File: config.mk
export PLATFORM = sky130hd
export DESIGN_NAME = rv_mdu_seq
export DESIGN_NICKNAME = d
export VERILOG_FILES = /design/src/rtl/rv_mdu_seq.sv
export SDC_FILE = /design/constraint.sdc
export NUM_CORES = 1
export LEC_CHECK = 0
export CELL_PAD_IN_SITES_DETAIL_PLACEMENT = 1
export CELL_PAD_IN_SITES_GLOBAL_PLACEMENT = 1
export CORE_ASPECT_RATIO = 0.5
export CORE_MARGIN = 8
export CORE_UTILIZATION = 48
export DETAILED_ROUTE_END_ITERATION = 8
export PLACE_DENSITY = 0.85
export SYNTH_ARGS = -nofsm -noshare
export SYNTH_HDL_FRONTEND = slang
export SYNTH_SLANG_ARGS = --single-unit
File: constraint.sdc
create_clock -name clk_i -period 7.7 [get_ports clk_i]
set_clock_uncertainty 0.05 [all_clocks]
set_input_delay 1.54 -clock clk_i [delete_from_list [all_inputs] [get_ports clk_i]]
set_output_delay 1.54 -clock clk_i [all_outputs]
set_load 0.05 [all_outputs]
File: src/rtl/rv_mdu_seq.sv
// Iterative RV32M multiply/divide sequencer: shift-add multiply, restoring divide, XLEN cycles.
// Optional RV_MDU_FAST_MUL_EN: single-cycle combinational multiply at accept; divides stay iterative.
module rv_mdu_seq #(
    parameter int unsigned XLEN = 32
) (
    input  logic            clk_i,
    input  logic            arstn_i,
    input  logic            mdu_req_i,
    input  logic [2:0]      mdu_op_i,
    input  logic [XLEN-1:0] mdu_port_a_i,
    input  logic [XLEN-1:0] mdu_port_b_i,
    input  logic            mdu_kill_i,
    output logic            mdu_stall_req_o,
    output logic            mdu_valid_o,
    output logic [XLEN-1:0] mdu_result_o
);

    localparam int unsigned      CNT_W   = $clog2(XLEN);
    localparam logic [XLEN-1:0]  MinNeg  = {1'b1, {(XLEN-1){1'b0}}};
    localparam logic [CNT_W-1:0] CntLast = CNT_W'(XLEN-1);

    typedef enum logic [1:0] {StIdle, StCalc, StFix, StDone} state_e;

    state_e            state_q;
    logic [2:0]        op_q;
    logic [XLEN-1:0]   opnd_q;
    logic [XLEN-1:0]   lo_q;
    logic [XLEN:0]     acc_q;
    logic [XLEN-1:0]   result_q;
    logic [CNT_W-1:0]  cnt_q;
    logic              sign_q;
    logic              valid_q;

    logic              in_is_div, in_is_rem, a_signed, b_signed, a_neg, b_neg, in_sign;
    logic [XLEN-1:0]   a_mag, b_mag, fast_res;
    logic              fast_hit;

`ifdef RV_MDU_FAST_MUL_EN
    logic [2*XLEN-1:0] fm_a, fm_b, fm_prod;
    // Low 2*XLEN bits of the sign-extended product equal the (XLEN+1)x(XLEN+1) signed product.
    assign fm_a    = {{XLEN{a_neg}}, mdu_port_a_i};
    assign fm_b    = {{XLEN{b_neg}}, mdu_port_b_i};
    assign fm_prod = fm_a * fm_b;
`endif

    always_comb begin
        in_is_div = mdu_op_i[2];
        in_is_rem = mdu_op_i[2] & mdu_op_i[1];
        a_signed  = (mdu_op_i == 3'd1) | (mdu_op_i == 3'd2) | (mdu_op_i == 3'd4) |
                    (mdu_op_i == 3'd6);
        b_signed  = (mdu_op_i == 3'd1) | (mdu_op_i == 3'd4) | (mdu_op_i == 3'd6);
        a_neg     = a_signed & mdu_port_a_i[XLEN-1];
        b_neg     = b_signed & mdu_port_b_i[XLEN-1];
        a_mag     = a_neg ? -mdu_port_a_i : mdu_port_a_i;
        b_mag     = b_neg ? -mdu_port_b_i : mdu_port_b_i;
        in_sign   = in_is_rem ? a_neg : (a_neg ^ b_neg);
        fast_hit  = 1'b0;
        fast_res  = '0;
        if (in_is_div) begin
            if (mdu_port_b_i == '0) begin
                fast_hit = 1'b1;
                fast_res = in_is_rem ? mdu_port_a_i : '1;
            end else if (a_signed && (mdu_port_a_i == MinNeg) && (mdu_port_b_i == '1)) begin
                fast_hit = 1'b1;
                fast_res = in_is_rem ? '0 : MinNeg;
            end
        end
`ifdef RV_MDU_FAST_MUL_EN
        else begin
            fast_hit = 1'b1;
            fast_res = (mdu_op_i == 3'd0) ? fm_prod[XLEN-1:0] : fm_prod[2*XLEN-1:XLEN];
        end
`endif
    end

    logic [XLEN:0]     mul_sum, rem_sh, rem_diff, acc_d;
    logic [XLEN-1:0]   lo_d, fix_res;
    logic [2*XLEN-1:0] prod, prod_fix;

    always_comb begin
        mul_sum  = acc_q + (lo_q[0] ? {1'b0, opnd_q} : '0);
        rem_sh   = {acc_q[XLEN-1:0], lo_q[XLEN-1]};
        rem_diff = rem_sh - {1'b0, opnd_q};
        if (op_q[2]) begin
            // Restoring step: keep the difference only when it did not go negative.
            if (!rem_diff[XLEN]) begin
                acc_d = rem_diff;
                lo_d  = {lo_q[XLEN-2:0], 1'b1};
            end else begin
                acc_d = rem_sh;
                lo_d  = {lo_q[XLEN-2:0], 1'b0};
            end
        end else begin
            acc_d = {1'b0, mul_sum[XLEN:1]};
            lo_d  = {mul_sum[0], lo_q[XLEN-1:1]};
        end

        prod     = {acc_q[XLEN-1:0], lo_q};
        prod_fix = sign_q ? -prod : prod;
        unique case (op_q)
            3'd0:             fix_res = prod_fix[XLEN-1:0];
            3'd1, 3'd2, 3'd3: fix_res = prod_fix[2*XLEN-1:XLEN];
            3'd4, 3'd5:       fix_res = sign_q ? -lo_q : lo_q;
            default:          fix_res = sign_q ? -acc_q[XLEN-1:0] : acc_q[XLEN-1:0];
        endcase
    end

    always_ff @(posedge clk_i or negedge arstn_i) begin
        if (!arstn_i) begin
            state_q  <= StIdle;
            op_q     <= '0;
            opnd_q   <= '0;
            lo_q     <= '0;
            acc_q    <= '0;
            result_q <= '0;
            cnt_q    <= '0;
            sign_q   <= 1'b0;
            valid_q  <= 1'b0;
        end else begin
            valid_q <= 1'b0;
            if (mdu_kill_i) begin
                state_q <= StIdle;
            end else begin
                unique case (state_q)
                    StIdle: begin
                        if (mdu_req_i) begin
                            op_q   <= mdu_op_i;
                            sign_q <= in_sign;
                            cnt_q  <= '0;
                            acc_q  <= '0;
                            if (fast_hit) begin
                                result_q <= fast_res;
                                valid_q  <= 1'b1;
                                state_q  <= StDone;
                            end else begin
                                state_q <= StCalc;
                                opnd_q  <= in_is_div ? b_mag : a_mag;
                                lo_q    <= in_is_div ? a_mag : b_mag;
                            end
                        end
                    end
                    StCalc: begin
                        acc_q <= acc_d;
                        lo_q  <= lo_d;
                        cnt_q <= cnt_q + 1'b1;
                        if (cnt_q == CntLast) state_q <= StFix;
                    end
                    StFix: begin
                        result_q <= fix_res;
                        valid_q  <= 1'b1;
                        state_q  <= StDone;
                    end
                    default: state_q <= StIdle;
                endcase
            end
        end
    end

    assign mdu_valid_o     = valid_q;
    assign mdu_result_o    = result_q;
    assign mdu_stall_req_o = mdu_req_i & ~valid_q;

endmodule
# == Word-level counts from Yosys, hierarchy flattened ==
# Index checks and enable logic that the tools add are counted.
# Widths: inputs -> output; s select.
# totals
regBits,141
in_bits,71
out_inout_bits,34
word_cells,105
# classes
eq_ne,19
mux,41
bitwise,13
n_reduce_logical,15
add_sub_neg,8
# op_table
op,n
$mux 32,17
$neg 32->32,4
$pmux 32 s2,2
$mux 33,3
$pmux 32 s3,1
$pmux 33 s2,1
$eq 32x32->1 const B,2
$mux 64,1
$neg 64->64,1
$add 33x32->33,1
$sub 33x32->33,1
$logic_not 32->1,1
$eq 3x3->1 const B,4
$reduce_and 4->1,3
$pmux 5 s2,1
$eq 3x2->1 const B,3
$mux 1,8
$mux 2,4
$eq 3x1->1 const B,2
$ne 2x2->1 const B,3
$ne 3x3->1 const B,2
$pmux 2 s3,1
$reduce_and 3->1,2
$add 5x1->5 const B,1
other kinds (16),27

# == Depth between registers and ports, before layout ==
# Gate-level depths: netlist of run 1.
# depth
word_depth,13
depth_mapped,19
mapped_depth_nobuf,18

# == Least setup slack after synthesis of run 1 ==
# OpenSTA, ideal clock, no wires.
# synth_path
kind,input port to flip-flop
startpoint,in mdu_port_b_i[14]
endpoint,reg opnd_q[11]
setup_time_ns,0.125
arrival_ns,4.064
setup_slack_ns,3.462
path_buffers,3
cell_stages,10
t_required_ns,7.525
cell_sequence,or4_1 or4_1 nor2_1 and3_1 buf_2 o21ai_1 nand2b_1 clkbuf_1 buf_2 mux2_2
# synth_between
elab_chain_cells,7
word_cells_on_any_way,8
cone_classes,eq/ne: 1; mux: 3; bitwise: 1; reduce/logical: 3
# synth_rtl
item,line_no,text
start: declaration,11,"input logic [XLEN-1:0] mdu_port_b_i,"
$eq 32x32->1,63,end else if (a_signed && (mdu_port_a_i == MinNeg) && (mdu_port_b_i == '1)) begin
$logic_and 1x1->1,63,
$mux 1,63,
$mux 1 *,60,if (mdu_port_b_i == '0) begin
$mux 1 *,59,if (in_is_div) begin
$not 1->1 (no source line) *,-,
$reduce_and 4->1 (no source line) *,-,
end signal: assignment,137,opnd_q <= in_is_div ? b_mag : a_mag;
end: declaration,26,logic [XLEN-1:0] opnd_q;
# Every way passes the cells marked *; elsewhere a longest branch is shown, timed or not.
# A chain may end at the register's enable or synchronous reset.

# == Worst setup path after layout of run 1 ==
# layout_path
startpoint,in mdu_port_a_i[0]
endpoint,reg opnd_q[11]
# layout_between
elab_chain_cells,8
word_cells_on_any_way,11
cone_classes,add/sub: 1; eq/ne: 1; mux: 5; bitwise: 1; reduce/logical: 3
# layout_rtl
item,line_no,text
start: declaration,10,"input logic [XLEN-1:0] mdu_port_a_i,"
"parallel branches: the longest is 8 deep, another holds $neg 32->32",-,
# Parallel ways; which one is timed is not known.

==> flow_summary.json, run 1 <==
{
  "grt_pass1_wl_um": 93610,
  "p_per_area_nw_per_um2": 523.5,
  "synth_edf_count": 0,
  "fin_nets": 2136,
  "netlist_instances": 1985,
  "coreArea_sq_um": 30400,
  "clkTransAtPathRegs_ps": 60,
  "cts_tree": "yes",
  "routabilityCongestion": 0.9743,
  "start_kind": "primary input",
  "post_cts_buffers": 0,
  "async_reset_ff_share_pct": 100.0,
  "path_cells": "clkdlybuf4s50_1, inv_1, ha_1, or3b_2, nor2_1, and3_1, nand3_1, nor3_1, o21ai_1, nand2b_2, buf_4, mux2_2",
  "cts_buffers": 17,
  "synth_compound_area_share_pct": 29.19,
  "cts_buffer_depth": 2,
  "via_per_inst": 6.705,
  "path_buf_inv": 3,
  "synth_ff_type": "dfrtp_1",
  "critPathArrivalTime_ps": 5720,
  "synth_xor_area_share_pct": 10.37,
  "crit_required_ps": 8000,
  "synthAdderAreaFrac_pct": 6.749,
  "routedWlPerCell_um": 25.44,
  "dr.pass1.iters": 5,
  "die_w_um": 264.9,
  "first_iter_violations": 1859,
  "ys.warnings.count": 0,
  "muxShareOfSynthArea_pct": 5.226,
  "grt_overflow": 0,
  "period_share_pct": 70.36,
  "seqCellArea_sq_um": 3531,
  "grt_max_degree": 115,
  "fin_crit_ps": 5418,
  "final-hold-violation-count": 0,
  "crit_path_end_kind": "flop",
  "cp_slowest_stage_delay_ps": 860,
  "leakage_uw": 0.007029,
  "finalSetupViolCount": 0,
  "drc": 0,
  "yosysSeqAreaShare_pct": 23.73,
  "synth.avg_cell_area_sq_um": 7.491,
  "drive_above_1_share_pct": 5.653,
  "fill_cells": 3813,
  "dpl.hpwl_um": 45750,
  "syn2layout_area_growth_pct": 11.68,
  "max_freq_mhz": 184.6,
  "die_height_um": 140.5,
  "maxSlewHeadroom_pct": 24.15,
  "final_common_cell": "o21ai_0",
  "hold_buffers": 0,
  "yosys_register_bits": 141,
  "tns_ps": 0,
  "synth_top_family_by_area": "compound AO/OA/AOI/OAI gates",
  "mostFrequentLayoutCells": "o21ai_0 (223), nand2_1 (206), nor2_1 (186)",
  "yosys.area_share.simple_pct": 19.26,
  "drv_cap": 0,
  "port-buffer-count": 104,
  "die_area_sq_um": 37210,
  "syn-cell-area_sq_um": 14870,
  "hold_path.class": "reg -> reg",
  "ir_drop_mv": 0.3716,
  "path_class": "in -> reg",
  "num_io_pins": 105,
  "tightest_slew_ps": 1137,
  "syn-num-nets": 2135,
  "rows": 45,
  "synth_cell_types": 76,
  "antenna_found_initial": 5,
  "ant_nets": 0,
  "vias": 16086,
  "path_delay_family": "simple AND/OR/NAND/NOR gates",
  "htree_levels": 4,
  "grt_usage_pct": 31.95,
  "clock-sinks": 141,
  "fin_area_sq_um": 16610,
  "multi_input_area_sq_um": 10540,
  "path_max_fanout": 48,
  "post_dp_cell_area_sq_um": 16000,
  "clock_latency_ps": 470,
  "cts_resized": 0,
  "start_util_pct": 48.91,
  "cts_root_buffer": "clkbuf_16",
  "rsz0062_at_grt": "no",
  "slowest_stage": "nand2b_2",
  "wirelength_um": 61040,
  "first_global_vias": 15450,
  "drv_slew": 0,
  "outcome": "finished clean"
}
## cell type report
class | count | share of cell area, %
clock buffers | 18 | 2.584
well taps | 399 | 3.006
clock inverters | 14 | 1.032
multi-input cells | 1633 | 63.46
flip-flops and latches | 141 | 21.26
diodes | 1 | 0.01507
inverters | 73 | 1.650
repair buffers | 120 | 6.985
## final timing paths
kind | startpoint | endpoint | slack [ps] | cells after the start
worst max-delay path | mdu_port_a_i[0] | opnd_q[11] | 2280 | 12
worst min-delay path | opnd_q[26] | opnd_q[26] | 430 | 2
worst max register to register | acc_q[0] | acc_q[29] | 2630 | 16
worst min register to register | opnd_q[26] | opnd_q[26] | 430 | 2
max in group asynchronous | arstn_i | acc_q[20] | 5120 | 2
min in group asynchronous | arstn_i | mdu_result_o[1] | 1080 | 1
## cells by family after synthesis
family,Yosys count
mux,72
compound gates,693
buf+inv,211
simple gates,613
flops,141
fa+ha+maj,79
xor+xnor,176
## synthesized netlist by cell type (4+ instances only)
library cell	number	area (sq um)
a211oi_1	32	240.2
a21boi_0	7	52.55
a21o_1	38	285.3
a21oi_1	160	800.8
a221oi_1	14	122.6
a222oi_1	7	70.07
a22oi_1	18	135.1
a31oi_1	33	206.5
and2_1	7	43.79
and3_1	14	87.58
buf_1	13	48.80
buf_2	11	55.05
clkbuf_1	112	420.4
dfrtp_1	141	3528
ha_1	77	963.4
inv_1	71	266.5
mux2_2	35	394.1
mux2i_1	36	360.4
nand2_1	206	773.2
nand2b_1	13	81.33
nand3_1	22	110.1
nand3b_1	4	30.03
nand4_1	21	131.4
nor2_1	187	701.9
nor2b_1	14	87.58
nor3_1	34	170.2
nor4_1	14	87.58
o2111a_1	4	45.04
o2111ai_1	6	52.55
o211ai_1	15	112.6
o21a_1	19	142.6
o21ai_0	223	1116
o21ai_1	10	50.05
o221ai_1	12	105.1
o22ai_1	19	118.9
o31ai_1	30	225.2
o32ai_1	4	35.03
o41ai_1	10	87.58
or2_2	9	56.30
or3_1	28	175.2
or4_1	20	150.1
xnor2_1	92	805.8
xor2_1	84	735.7
## sequential cells by signal (all words and copies together), names as in the netlist
| register | cells |
|---|---|
| acc_q | 33 |
| mdu_result_o | 32 |
| state_q | 2 |
| lo_q | 32 |
| op_q | 3 |
| mdu_valid_o | 1 |
| cnt_q | 5 |
| sign_q | 1 |
| opnd_q | 32 |
## worst register-to-register path: cells and delay by family (launching register included)
family          cells  cell delay, ps
flops               1             710
buf+inv             1             280
fa+ha+maj           2             980
compound gates      8            1400
simple gates        5            1590
## report_power, final
group	internal, uW	switching (uW)	total, uW
clock	509	373	883
sequential	1060	587	1640
combinational	2210	3960	6170
## metrics by stage
step	worst slack (ps)	power, uW	hold WS (ps)	utilization (%)	instances
4_1_cts	2403	8482	435.3	54.61	2398
6_report	2282	8693	432.5	54.62	2399
3_3_place_gp	2058	7363	411.2	52.63	2366
2_1_floorplan	3462	5725	399.3	-	1985
3_5_place_dp	1926	7511	421.3	52.63	2366
5_1_grt	2044	9175	449.1	54.61	2398
## metal layers
metal,vias to the layer above,routed length [um],part of all wire [%],GRT usage [%]
met5,-,0,0,0
met4,0,1404,2.3,9.196
met3,108,6521,11,8.001
met2,770,24900,41,45.43
met1,7979,28210,46,46.86
li1,7229,-,-,-
Power figures use the tool's default switching activity.
==> run 2: changes to the inputs <==
CORE_UTILIZATION = 41   (was 48)
PLACE_DENSITY = 0.77   (was 0.85)
clock period = 4.67 ns   (was 7.7 ns; I/O delays follow)
==> flow_summary.json, run 2 (synthesis gave the netlist of run 1 again) <==
{
  "fin_crit_ps": 4426,
  "grt_max_degree": 81,
  "top_register": "acc_q",
  "p_per_area_nw_per_um2": 848.2,
  "grt_pass1_wl_um": 96230,
  "crit_path_end_kind": "flop",
  "drc": 0,
  "grt_usage_pct": 28.53,
  "clock_latency_ps": 460,
  "dpl.hpwl_um": 48340,
  "rows": 49,
  "finalSetupViolCount": 0,
  "largest_reg_flops": 33,
  "fin_nets": 2200,
  "via_per_inst": 6.329,
  "num_io_pins": 105,
  "start_kind": "flop",
  "grt_overflow": 0,
  "final-hold-violation-count": 0,
  "syn2layout_area_growth_pct": 15.51,
  "cts_root_buffer": "clkbuf_16",
  "routedWlPerCell_um": 24.55,
  "ir_drop_mv": 0.3411,
  "post_cts_buffers": 0,
  "critPathLaunch": "opnd_q[0]",
  "worst-r2r-cell-count": 15,
  "final_common_cell": "o21ai_0",
  "hold_buffers": 0,
  "dr.pass1.iters": 5,
  "rsz0062_at_grt": "no",
  "max_freq_mhz": 225.9,
  "critPathArrivalTime_ps": 4720,
  "die_height_um": 150.7,
  "cts_tree": "yes",
  "cts_buffer_depth": 2,
  "clock-sinks": 141,
  "port-buffer-count": 104,
  "coreArea_sq_um": 35800,
  "regToRegEndpoint": "acc_q[17]",
  "drive_above_1_share_pct": 8.434,
  "antenna_found_initial": 3,
  "r2r_start": "opnd_q[0]",
  "die_area_sq_um": 42990,
  "vias": 16119,
  "path_class": "reg -> reg",
  "path_max_fanout": 11,
  "rrSetupSlack_ps": 240,
  "tns_ps": 0,
  "leakage_uw": 0.007342,
  "endpoint": "acc_q[17]",
  "mostFrequentLayoutCells": "o21ai_0 (223), nand2_1 (206), nor2_1 (187)",
  "first_iter_violations": 1874,
  "drv_cap": 0,
  "start_util_pct": 41.53,
  "hold_path.class": "in -> async",
  "period_share_pct": 94.77,
  "ant_nets": 0,
  "first_global_vias": 15856,
  "final_util_pct": 47.97,
  "tightest_slew_ps": 868.2,
  "htree_levels": 4,
  "routabilityCongestion": 0.9449,
  "cts_resized": 0,
  "drv_slew": 0,
  "die_w_um": 285.3,
  "fin_total_pwr_uw": 14570,
  "outcome": "finished clean",
  "crit_required_ps": 4970,
  "cts_buffers": 17,
  "wirelength_um": 62530,
  "clkTransAtPathRegs_ps": 70,
  "maxSlewHeadroom_pct": 41.91,
  "antenna_cells": 0
}
## run 2: cell type report
class | instances | area (sq um)
clock buffer | 20 | 436.7
inverter | 73 | 274.0
multi-input combinational | 1633 | 10540
fill | 4516 | 18630
clock inverter | 12 | 138.9
sequential | 141 | 3531
tap | 484 | 605.6
timing repair buffer | 184 | 1653
## run 2: power by group
| part | switching, uW | total, uW | internal, uW |
|---|---|---|---|
| logic | 6890 | 10800 | 3860 |
| clock network | 612 | 1400 | 791 |
| registers | 668 | 2410 | 1750 |
| total | 8170 | 14600 | 6400 |
## run 2: worst min-delay path by stage
stage | end | slack, ps
global route | mdu_result_o[1] | 450
detailed placement | mdu_result_o[28] | 410
CTS | mdu_result_o[3] | 420
finish | mdu_result_o[3] | 410
floorplan | opnd_q[31] | 400
global placement | mdu_result_o[11] | 410
## run 2: worst max-delay path, stage by stage, from the launching register on
cell	delay (ps)
dfrtp_1	400
ha_1	230
fa_1	420
nor2b_1	260
o2111ai_1	210
a311o_1	400
nand2_1	190
a21oi_1	160
nor2_1	190
o21ai_0	110
a21oi_1	130
or2_2	130
ha_1	360
nor2_1	730
a221oi_1	190
o221ai_1	140
## run 2: metal layers
metal  GRT usage (%)  vias up  wire, um
met4           7.101        0      1419
met2           41.37      716     25550
met3           6.916       87      5828
li1                -     7347         -
met5               0        -         0
met1           41.85     7969     29740
## run 2: metrics by stage
| step | hold WS (ps) | setup WS [ps] | std cells | cell area (sq um) |
|---|---|---|---|---|
| 2_1_floorplan | 399.3 | 851.3 | 1985 | 14870 |
| 3_3_place_gp | 409.1 | 390.8 | 2515 | 16600 |
| 3_5_place_dp | 414.7 | 283.3 | 2515 | 16600 |
| 4_1_cts | 419.7 | 369.0 | 2547 | 17180 |
| 5_1_grt | 448.9 | 66.60 | 2547 | 17180 |
| 6_report | 405.3 | 244.2 | 2547 | 17180 |
